[src/rtl/haar_inv_col_merge.sv]
// Inverse Haar column merge: per-beat 2x2 reconstruction with an odd-row half-line buffer so pixels leave in raster order.
// Build option: define HAAR_SAT_EN to clamp results to 0..255 (default: keep the low 8 bits, wrap-around).
module haar_inv_col_merge #(
  parameter int WIDTH  = 20,
  parameter int HEIGHT = 30
) (
  input  logic       HCLK,
  input  logic       HRESET,
  input  logic       hsync,
  input  logic [8:0] DATA_R_L0,
  input  logic [8:0] DATA_R_L1,
  input  logic [8:0] DATA_R_H0,
  input  logic [8:0] DATA_R_H1,
  input  logic [8:0] DATA_G_L0,
  input  logic [8:0] DATA_G_L1,
  input  logic [8:0] DATA_G_H0,
  input  logic [8:0] DATA_G_H1,
  input  logic [8:0] DATA_B_L0,
  input  logic [8:0] DATA_B_L1,
  input  logic [8:0] DATA_B_H0,
  input  logic [8:0] DATA_B_H1,
  output logic       ready,
  output logic       out_valid,
  output logic [7:0] DATA_R0,
  output logic [7:0] DATA_G0,
  output logic [7:0] DATA_B0,
  output logic [7:0] DATA_R1,
  output logic [7:0] DATA_G1,
  output logic [7:0] DATA_B1,
  output logic       ovf,
  output logic       ctrl_data_Done
);

  localparam int W2 = WIDTH / 2;
  localparam int H2 = HEIGHT / 2;
  localparam int CW = (W2 > 1) ? $clog2(W2) : 1;
  localparam int RW = (H2 > 1) ? $clog2(H2) : 1;

  typedef enum logic {FILL, DRAIN} state_t;

  state_t          state_reg, state_next;
  logic [CW-1:0]   col_reg, col_next;
  logic [RW-1:0]   row_reg, row_next;
  logic            frame_end_reg, frame_end_next;
  logic            out_valid_reg;
  logic [47:0]     out_word_reg;
  logic            ovf_reg;
  logic            done_reg;
  logic            accept;

  logic [8:0]  l0 [3];
  logic [8:0]  l1 [3];
  logic [8:0]  h0 [3];
  logic [8:0]  h1 [3];
  logic [15:0] even_pair [3];
  logic [15:0] odd_pair [3];
  logic [47:0] even_word, odd_word;

  // Odd-row pixel pairs wait here until the half-row has been fully received.
  logic [47:0] line_mem [W2];

  assign l0[0] = DATA_R_L0;  assign l1[0] = DATA_R_L1;
  assign h0[0] = DATA_R_H0;  assign h1[0] = DATA_R_H1;
  assign l0[1] = DATA_G_L0;  assign l1[1] = DATA_G_L1;
  assign h0[1] = DATA_G_H0;  assign h1[1] = DATA_G_H1;
  assign l0[2] = DATA_B_L0;  assign l1[2] = DATA_B_L1;
  assign h0[2] = DATA_B_H0;  assign h1[2] = DATA_B_H1;

  function automatic logic [7:0] reduce8(input logic signed [9:0] v);
`ifdef HAAR_SAT_EN
    if (v < 10'sd0)
      return 8'd0;
    else if (v > 10'sd255)
      return 8'd255;
    else
      return v[7:0];
`else
    return v[7:0];
`endif
  endfunction

  generate
    for (genvar gi = 0; gi < 3; gi++) begin : g_chan
      logic signed [9:0] p0, p1, q0, q1;
      assign p0 = $signed({l0[gi][8], l0[gi]}) + $signed({h0[gi][8], h0[gi]});
      assign p1 = $signed({l0[gi][8], l0[gi]}) - $signed({h0[gi][8], h0[gi]});
      assign q0 = $signed({l1[gi][8], l1[gi]}) + $signed({h1[gi][8], h1[gi]});
      assign q1 = $signed({l1[gi][8], l1[gi]}) - $signed({h1[gi][8], h1[gi]});
      assign even_pair[gi] = {reduce8(p0), reduce8(p1)};
      assign odd_pair[gi]  = {reduce8(q0), reduce8(q1)};
    end
  endgenerate

  // Word layout: {R0,R1,G0,G1,B0,B1}.
  assign even_word = {even_pair[0], even_pair[1], even_pair[2]};
  assign odd_word  = {odd_pair[0], odd_pair[1], odd_pair[2]};

  assign ready  = (state_reg == FILL);
  assign accept = hsync && ready;

  always_comb begin
    state_next     = state_reg;
    col_next       = col_reg;
    row_next       = row_reg;
    frame_end_next = 1'b0;
    case (state_reg)
      FILL: begin
        if (accept) begin
          if (col_reg == CW'(W2 - 1)) begin
            col_next   = '0;
            state_next = DRAIN;
          end else begin
            col_next = col_reg + 1'b1;
          end
        end
      end
      DRAIN: begin
        if (col_reg == CW'(W2 - 1)) begin
          col_next   = '0;
          state_next = FILL;
          if (row_reg == RW'(H2 - 1)) begin
            row_next       = '0;
            frame_end_next = 1'b1;
          end else begin
            row_next = row_reg + 1'b1;
          end
        end else begin
          col_next = col_reg + 1'b1;
        end
      end
      default: state_next = FILL;
    endcase
  end

  always_ff @(posedge HCLK) begin
    if (accept && !HRESET)
      line_mem[col_reg] <= odd_word;
  end

  always_ff @(posedge HCLK) begin
    if (HRESET) begin
      state_reg     <= FILL;
      col_reg       <= '0;
      row_reg       <= '0;
      frame_end_reg <= 1'b0;
      out_valid_reg <= 1'b0;
      out_word_reg  <= '0;
      ovf_reg       <= 1'b0;
      done_reg      <= 1'b0;
    end else begin
      state_reg     <= state_next;
      col_reg       <= col_next;
      row_reg       <= row_next;
      frame_end_reg <= frame_end_next;
      ovf_reg       <= ovf_reg | (hsync & ~ready);
      // Done trails the last drained pair by one cycle.
      done_reg      <= done_reg | frame_end_reg;
      out_valid_reg <= accept || (state_reg == DRAIN);
      if (accept)
        out_word_reg <= even_word;
      else if (state_reg == DRAIN)
        out_word_reg <= line_mem[col_reg];
    end
  end

  assign out_valid      = out_valid_reg;
  assign ovf            = ovf_reg;
  assign ctrl_data_Done = done_reg;
  assign DATA_R0 = out_word_reg[47:40];
  assign DATA_R1 = out_word_reg[39:32];
  assign DATA_G0 = out_word_reg[31:24];
  assign DATA_G1 = out_word_reg[23:16];
  assign DATA_B0 = out_word_reg[15:8];
  assign DATA_B1 = out_word_reg[7:0];

endmodule

[config.mk]
export PLATFORM = sky130hd
export DESIGN_NAME = haar_inv_col_merge
export DESIGN_NICKNAME = d
export VERILOG_FILES = /design/src/rtl/haar_inv_col_merge.sv
export SDC_FILE = /design/constraint.sdc
export NUM_CORES = 1
export LEC_CHECK = 0
export BUFFER_PORTS_ARGS = -buffer_cell sky130_fd_sc_hd__buf_4
export CAP_MARGIN = 20
export CORE_ASPECT_RATIO = 1.2
export CORE_MARGIN = 2
export CORE_UTILIZATION = 50
export CTS_CLUSTER_DIAMETER = 80
export CTS_CLUSTER_SIZE = 24
export DETAILED_ROUTE_END_ITERATION = 7
export PLACE_DENSITY = 0.78
export SETUP_SLACK_MARGIN = 0.5
export SLEW_MARGIN = 20
export SYNTH_ARGS = -nofsm -noshare
export SYNTH_HDL_FRONTEND = slang
export SYNTH_SLANG_ARGS = --single-unit
[constraint.sdc]
create_clock -name HCLK -period 10.75 [get_ports HCLK]
set_input_delay 2.15 -clock HCLK [delete_from_list [all_inputs] [get_ports HCLK]]
set_output_delay 2.15 -clock HCLK [all_outputs]
set_load 0.03 [all_outputs]
==> metrics.txt <==
clk buf depth 3; synthesized cell area approximately 23,000 um^2; final setup skew around 12 ps; most frequent cells in the layout edfxtp_1, buf_4, inv_1; Initial Utilization 0.5072; fin crit share 0.4255; Post-CTS Setup Bufs 0; cts bufs inserted 25; maxcap violations 0; Die Wd roughly 200 um; largest delay contributor family on the critical path simple AND/OR/NAND/NOR gates; WP data required 10,960 ps; ANT cells 0; vias in the first global route approximately 14k; most common cell after layout, fill and taps aside edfxtp_1; Post-Syn Area per Cell around 15 um^2; Warnings, synthesis 0; max_slew headroom 0.1950; largest net degree at the start of global routing between 60 and 70; 1st-pass router iterations 5; max reg flops 450; row count 86; share of the synthesized area in the top cell type 0.5798; worst-path fanout max 43; HPWL after DPL 34,080 um; Clock Pin Slew Worst Setup and Hold Paths 100 ps; Critical Path Source Type input port; critical-path cell list buf_4, or2_2, nor3b_1, nand2_1, nor3_2, buf_4; clock sink count 512; status finished clean; final setup vio count 0; RSZ-0062 raised after global routing no; hold_buf cts 0; count of different cell masters after synthesis 64; number of synthesized flops with an enable pin 450; asr flop ratio synth 0; slowest stage delay, CP approximately 670 ps; Seq cells post-synth roughly 510; VDD IR max 0.0001029 V; post-CTS resize count 0; leakage power 8.905 nW; Ports 163; worst path buffer plus inverter count 2; core area between 40,000 and 50,000 um^2; final worst slack about 6200 ps; dominant cells by area after synthesis edfxtp_1, mux4_2, dfxtp_1; Chip Height about 240 um; NumNets Final roughly 1.9k; Detailed Route WL approximately 54,000 um; layout cells sized above 1 0.1908; Mapped Nets 1,740; worst reg-to-reg setup slack 7230 ps; first-pass GRT wire length 80,360 um; CTS tree done; Slew @ Worst Pin 1199 ps; area delta synth->final 10.26%; via count approximately 14k; Synth area leader edfxtp_1; final hold vios 0; CP most frequent cell buf_4; htree depth 1; HP Class reg -> reg; Worst Setup End Kind flip-flop; Final Slew Violations 0; critical path type in -> reg; initial antenna violation count 1; Seq/Total Area, Yosys 0.6331; drt drc 0; die area ~48,000 um^2; critical path arrival around 4800 ps; number of fill cells in the layout 3,523; IO Port Bufs 150; Gate Count Post-Synth between 1.5k and 2k; setup TNS 0 ps; Most used DFF post-synth edfxtp_1; min Tclk post-route between 4000 and 5000 ps; DR WL/cell around 23 um; total gr overflow 0; FMAX between 200 and 250 MHz; worst skew pair latency 580 ps; Initial DRC Count 1,439; slowest CP cell buf_4; post-layout util 0.5593; Vias/cell a little under 6; root buffer cell clkbuf_16; DP Worst Slack roughly 5600 ps; GP Congestion about 0.9; number of routed nets with antenna violations 0; Cell Pwr Density between 150 and 200 nW/um^2; gr usage total 0.2198
[path summary, 6_finish.rpt]
check	start	to	cells after the start
worst min register to register	frame_end_reg	ctrl_data_Done	2
worst min-delay path	frame_end_reg	ctrl_data_Done	2
worst max register to register	flip-flop	out_word_reg[33]	5
worst max-delay path	HRESET	line_mem[0][25]	6
[synthesized netlist by cell type (8+ instances only)]
cell        n
edfxtp_1  450
inv_1      98
ha_1       84
a21oi_1    70
dfxtp_1    62
nor2_1     61
mux4_2     56
mux2i_1    54
o21ai_0    51
xnor2_1    50
nand2_1    48
clkbuf_1   44
mux2_2     39
nor2b_1    35
a211oi_1   29
mux4_1     24
nor3_1     19
nand2b_1   17
o211ai_1   16
o21ai_1    16
o21bai_1   16
buf_4      14
fa_1       12
a221oi_1   11
a31oi_1    11
xor2_1     11
a21o_1     10
nor3b_1     8
nor4_1      8
o22ai_1     8
[through the flow]
| step | instance area [um^2] | total power, W | hold slack (ps) | std cells |
|---|---|---|---|---|
| floorplan | 23310 | 0.002764 | 416.1 | 1533 |
| global placement | 24960 | 0.002942 | 431.6 | 2242 |
| detailed placement | 24960 | 0.002968 | 459.7 | 2242 |
| CTS | 25700 | 0.003993 | 480.3 | 2288 |
| global route | 25700 | 0.004109 | 521.1 | 2288 |
| finish | 25700 | 0.003980 | 465.4 | 2288 |
[tightest hold or removal path, delay by kind of cell, from the launching register on]
| kind | cells | cell delay (ps) |
|---|---|---|
| DFF | 1 | 320 |
| and+or+nand+nor | 2 | 120 |
[power by group]
| group | total [W] | internal [W] | switching, W |
|---|---|---|---|
| Sequential | 0.00233 | 0.00229 | 0.0000397 |
| Clock | 0.00105 | 0.000460 | 0.000594 |
| Combinational | 0.000597 | 0.000235 | 0.000363 |
| Total | 0.00398 | 0.00298 | 0.000997 |
[layer usage]
layer | track usage | part of all wire | vias to the layer above
met5 | 0 | 0.00034 | -
met4 | 0.07340 | 0.031 | 2
met3 | 0.02236 | 0.076 | 89
met2 | 0.3816 | 0.49 | 658
met1 | 0.2927 | 0.40 | 6810
li1 | - | - | 6089
[cell type report]
type / count / area, um^2 / share of cell area
multi-input cells: 845 / 7776 / 0.3026
inverters: 100 / 375.4 / 0.01461
well taps: 616 / 770.7 / 0.02999
clock inverters: 3 / 25.02 / 0.0009738
flip-flops and latches: 512 / 14770 / 0.5746
clock buffers: 43 / 714.4 / 0.02780
repair buffers: 169 / 1269 / 0.04937
[cells by family (layout without fill, tap and decap cells)]
logic type               count (synthesis)  in the layout  share of synthesized area
XOR/XNOR                                61             61                    0.02292
multiplexers                           173            173                     0.1232
AND/OR/NAND/NOR                        226            226                    0.04880
adder cells (fa/ha/maj)                 96             96                    0.05540
flip-flops                             512            512                     0.6331
buffers and inverters                  176            315                    0.03554
AO/OA/AOI/OAI                          289            289                    0.08107
Power figures use the tool's default switching activity.
